## src/rtl/change_dispenser.sv

```systemverilog
// Soda vend + coin change dispenser controller: runs the vend motor, then ejects
// the requested coins one by one, confirming each through the hopper exit sensor.
module change_dispenser #(
    parameter int VEND_CYCLES    = 4,
    parameter int EJECT_CYCLES   = 2,
    parameter int GAP_CYCLES     = 2,
    parameter int TIMEOUT_CYCLES = 8
) (
    input  logic       clock,
    input  logic       reset,
    input  logic       release_soda,
    input  logic [2:0] change,
    input  logic       coin_seen,
    input  logic       clear_jam,
    output logic       vend_motor,
    output logic       coin_eject,
    output logic       busy,
    output logic       done,
    output logic       jam,
    output logic [2:0] coins_left
);

    localparam int CW = 16;

    typedef enum logic [2:0] {
        IDLE       = 3'd0,
        VEND       = 3'd1,
        EJECT      = 3'd2,
        WAIT_SENSE = 3'd3,
        GAP        = 3'd4,
        DONE       = 3'd5,
        JAM        = 3'd6
    } state_t;

    state_t          state_r;
    state_t          state_nxt_s;
    logic [CW-1:0]   cnt_r;
    logic [CW-1:0]   cnt_nxt_s;
    logic            seen_r;
    logic            seen_nxt_s;
    logic [2:0]      coins_nxt_s;
    logic            cnt_zero_s;

    assign cnt_zero_s = (cnt_r == {CW{1'b0}});

    // Next-state logic; each phase counter is loaded with length-1 and the phase ends when it reaches zero
    always_comb begin
        state_nxt_s = state_r;
        cnt_nxt_s   = cnt_r;
        seen_nxt_s  = seen_r;
        coins_nxt_s = coins_left;
        case (state_r)
            IDLE: begin
                if (release_soda) begin
                    state_nxt_s = VEND;
                    cnt_nxt_s   = CW'(VEND_CYCLES - 1);
                    coins_nxt_s = change;
                end else begin
                    cnt_nxt_s = {CW{1'b0}};
                end
            end
            VEND: begin
                if (!cnt_zero_s) begin
                    cnt_nxt_s = cnt_r - CW'(1);
                end else if (coins_left != 3'd0) begin
                    state_nxt_s = EJECT;
                    cnt_nxt_s   = CW'(EJECT_CYCLES - 1);
                    seen_nxt_s  = 1'b0;
                end else begin
                    state_nxt_s = DONE;
                end
            end
            EJECT: begin
                // A coin can clear the sensor while the solenoid is still firing
                seen_nxt_s = seen_r | coin_seen;
                if (!cnt_zero_s) begin
                    cnt_nxt_s = cnt_r - CW'(1);
                end else begin
                    state_nxt_s = WAIT_SENSE;
                    cnt_nxt_s   = CW'(TIMEOUT_CYCLES - 1);
                end
            end
            WAIT_SENSE: begin
                if ((seen_r || coin_seen) && (coins_left != 3'd0)) begin
                    seen_nxt_s  = 1'b0;
                    coins_nxt_s = coins_left - 3'd1;
                    if (coins_left == 3'd1) begin
                        state_nxt_s = DONE;
                    end else begin
                        state_nxt_s = GAP;
                        cnt_nxt_s   = CW'(GAP_CYCLES - 1);
                    end
                end else if (cnt_zero_s) begin
                    state_nxt_s = JAM;
                end else begin
                    cnt_nxt_s = cnt_r - CW'(1);
                end
            end
            GAP: begin
                if (!cnt_zero_s) begin
                    cnt_nxt_s = cnt_r - CW'(1);
                end else begin
                    state_nxt_s = EJECT;
                    cnt_nxt_s   = CW'(EJECT_CYCLES - 1);
                    seen_nxt_s  = 1'b0;
                end
            end
            DONE: begin
                state_nxt_s = IDLE;
            end
            JAM: begin
                if (clear_jam) begin
                    state_nxt_s = GAP;
                    cnt_nxt_s   = CW'(GAP_CYCLES - 1);
                end else begin
                    state_nxt_s = JAM;
                end
            end
            default: begin
                state_nxt_s = IDLE;
                cnt_nxt_s   = {CW{1'b0}};
                seen_nxt_s  = 1'b0;
                coins_nxt_s = 3'd0;
            end
        endcase
    end

    // State registers; outputs are decoded from the next state so they are registered
    always_ff @(posedge clock or negedge reset) begin
        if (!reset) begin
            state_r    <= IDLE;
            cnt_r      <= {CW{1'b0}};
            seen_r     <= 1'b0;
            coins_left <= 3'd0;
            vend_motor <= 1'b0;
            coin_eject <= 1'b0;
            busy       <= 1'b0;
            done       <= 1'b0;
            jam        <= 1'b0;
        end else begin
            state_r    <= state_nxt_s;
            cnt_r      <= cnt_nxt_s;
            seen_r     <= seen_nxt_s;
            coins_left <= coins_nxt_s;
            vend_motor <= (state_nxt_s == VEND);
            coin_eject <= (state_nxt_s == EJECT);
            busy       <= (state_nxt_s != IDLE);
            done       <= (state_nxt_s == DONE);
            jam        <= (state_nxt_s == JAM);
        end
    end

endmodule

```

## config.mk

```make
export PLATFORM = sky130hd
export DESIGN_NAME = change_dispenser
export DESIGN_NICKNAME = d
export VERILOG_FILES = /design/src/rtl/change_dispenser.sv
export SDC_FILE = /design/constraint.sdc
export NUM_CORES = 1
export LEC_CHECK = 0
export BUFFER_PORTS_ARGS = -buffer_cell sky130_fd_sc_hd__buf_4
export CAP_MARGIN = 15
export CELL_PAD_IN_SITES_DETAIL_PLACEMENT = 1
export CELL_PAD_IN_SITES_GLOBAL_PLACEMENT = 1
export CORE_MARGIN = 1
export CORE_UTILIZATION = 49
export DETAILED_ROUTE_END_ITERATION = 16
export PLACE_DENSITY = 0.95
export SLEW_MARGIN = 0
export SYNTH_ARGS = -nofsm -noshare
export SYNTH_HDL_FRONTEND = slang
export SYNTH_SLANG_ARGS = --single-unit
```

## constraint.sdc

```tcl
create_clock -name clock -period 3.5 [get_ports clock]
set_clock_uncertainty 0.1 [all_clocks]
set_input_delay 0.525 -clock clock [delete_from_list [all_inputs] [get_ports clock]]
set_output_delay 0.525 -clock clock [all_outputs]
set_load 0.02 [all_outputs]
```

==> impl_metrics.env <==
export IMPL_status="finished, final reports clean"
export IMPL_cts_hold_buffers=0
export IMPL_crit_type="flop to flop"
export IMPL_r2r_cells=8
export IMPL_cp_slowest_stage_delay_ps=500
export IMPL_crit_path_end_kind="flop"
export IMPL_drt_iter0_drc=51
export IMPL_drc=0
export IMPL_regToRegStartpoint="cnt_r[0]"
export IMPL_fin_util=0.581
export IMPL_grt_max_degree=29
export IMPL_final_common_cell="dfrtp_1"
export IMPL_wl_per_cell_microns=18.4
export IMPL_synthesis_nets=209
export IMPL_vias_per_cell=6.15
export IMPL_synth_flop_cell="dfrtp_1"
export IMPL_yosysSeqAreaShare=0.382
export IMPL_syn_inst=196
export IMPL_path_cells="inv_1 > ha_1 > nor3b_1 > nand4_2 > o21ai_1 > a21oi_1 > nor3_4 > nor2_1"
export IMPL_totalWireLength_microns=4620
export IMPL_synth_top_area_share=0.382
export IMPL_max_cap_violations=0
export IMPL_leakagePower_nw=0.895
export IMPL_grt_first_pass_wirelength_microns=7930
export IMPL_cts_tree="yes"
export IMPL_rsz0062_at_grt="no"
export IMPL_hpwl_microns=3330
export IMPL_yosysUniqueCellTypes=59
export IMPL_wl_met1_microns=2050
export IMPL_final_cells=251
export IMPL_route_met3_wl_microns=197
export IMPL_core_sq_um=3470
export IMPL_max_clock_path_buffers=2
export IMPL_synth_area_per_cell_sq_um=9.36
export IMPL_fillers=402
export IMPL_fin_crit_ps=2660
export IMPL_grt_overflow=0
export IMPL_worst_ep_required_time_ps=3550
export IMPL_post_route_period_util=0.760
export IMPL_critPathMaxFanout=13
export IMPL_ys_top_cells_by_area="dfrtp_1 (38%), xnor2_1 (6.2%), a21oi_1 (4.6%), nor2_1 (4.5%), ha_1 (3.4%)"
export IMPL_cp_slowest_cell="nor3_4"
export IMPL_grt_pass1_vias=1663
export IMPL_layout_setup_ws_ps=839
export IMPL_port_buffers=15
export IMPL_r2r_end="cnt_r[3]"
export IMPL_finalHoldViolCount=0
export IMPL_clkLatencyLatePin_ps=280
export IMPL_io_pins=16
export IMPL_worst_ep_arrival_time_ps=2710
export IMPL_wl_met2_microns=2220
export IMPL_peakVddDrop_v=0.000455
export IMPL_placedCellCount=247
export IMPL_fin_nets=219
export IMPL_die_w_microns=63.2
export IMPL_synth_seq_cells=28
export IMPL_cts_setup_buffers=0
export IMPL_syn_area_sq_um=1840
export IMPL_place_ws_ps=944
export IMPL_diodes=0
export IMPL_die_h_microns=63.2
export IMPL_start_kind="flop"
export IMPL_fmax_mhz=376
export IMPL_rrSetupSlack_ps=840
export IMPL_grt_total_usage=0.257
export IMPL_final_max_slew_viol_count=0
export IMPL_final_antenna_net_count=0
export IMPL_synth_warnings=0
export IMPL_min_path_type="primary input to async pin"
export IMPL_cts_buffers_inserted=3
export IMPL_yosys_area_top_type="dfrtp_1"
export IMPL_antenna_found_initial=0
export IMPL_firstDrtPassIters=4
export IMPL_routabilityCongestion=0.903
export IMPL_synth_edf_count=0
export IMPL_h_tree_depth=1
export IMPL_async_flop_share=1.00
export IMPL_dieArea_sq_um=3990
export IMPL_powerDensity_nw_per_um2=995
export IMPL_area_delta_synth_final_pct=9.82
export IMPL_tns_ps=0
export IMPL_drive_above_1_share=0.176
export IMPL_p_total_mw=2.01
export IMPL_rows=21
export IMPL_layout_common_cells="dfrtp_1 (28), nor2_1 (22), a21oi_1 (17)"
export IMPL_cts_sinks=28
export IMPL_root_buffer="clkbuf_8"
export IMPL_setup_viol=0
export IMPL_clk_pin_slew_ps=100
export IMPL_tightest_slew_ps=620
export IMPL_max_slew_margin_rel=0.582
export IMPL_cts_resized_gates=0
export IMPL_initial_core_util=0.529
export IMPL_dr_max_layer_used="met4"
export IMPL_num_vias=1544
synth_stat cells (4+ instances only):
library cell  number
dfrtp_1           28
nand2_1           12
ha_1               5
nor2b_1            5
nor2_1            22
inv_1              9
xnor2_1           13
o21ai_0            5
a21oi_1           17
buf_2              4
nand3_1            4
and3_1             5
flip-flops by register name (all words and copies together) (netlist names):
register	flops
done	1
busy	1
vend_motor	1
state_r	3
cnt_r	16
coins_left	3
jam	1
seen_r	1
coin_eject	1
report_power, final:
| part | switching, mW | total (mW) | internal (mW) |
|---|---|---|---|
| combinational | 0.695 | 1.15 | 0.458 |
| clock | 0.107 | 0.260 | 0.153 |
| sequential | 0.157 | 0.592 | 0.436 |
| total | 0.959 | 2.01 | 1.05 |
logic make-up after synthesis:
kind of cell	count (synthesis)	share of synthesized area
buf+inv	19	0.0518
simple gates	80	0.267
fa+ha+maj	5	0.0341
compound gates	50	0.197
flops	28	0.382
xor+xnor	13	0.0620
mux	1	0.00613
worst max-delay path by stage:
stage | from | to | cells past startpoint
after floorplan | coins_left[0] | cnt_r[8] | 8
after global placement | state_r[1] | cnt_r[5] | 6
after detailed placement | cnt_r[3] | cnt_r[3] | 6
after CTS | cnt_r[0] | cnt_r[3] | 8
after global routing | cnt_r[0] | cnt_r[8] | 8
final | cnt_r[0] | cnt_r[3] | 8
critical path, delay by kind of cell, from the launching register on:
kind	cells	cell delay, ps
flip-flops	1	440
AO/OA/AOI/OAI	2	370
AND/OR/NAND/NOR	4	1330
buffers and inverters	1	130
adder cells (fa/ha/maj)	1	170
per-stage QoR:
step | hold WS [ps] | area [sq um]
floorplan | 129 | 1840
global placement | 359 | 1940
detailed placement | 370 | 1940
CTS | 61.1 | 2020
global route | 76.8 | 2020
finish | 38.8 | 2020
final cells by class:
class	count	area (sq um)	share of cell area
clock buffers	3	41.3	0.0205
multi-input cells	149	1040	0.516
inverters	9	33.8	0.0168
flip-flops and latches	28	701	0.348
well taps	46	57.6	0.0286
repair buffers	15	113	0.0559
clock inverters	1	30.0	0.0149
metal layers:
metal | vias to the layer above | GRT usage
met2 | 42 | 0.417
met1 | 771 | 0.325
met4 | 0 | 0.128
li1 | 714 | -
met5 | - | 0
met3 | 17 | 0.0489
No activity file was read; power rests on OpenSTA's default activity.
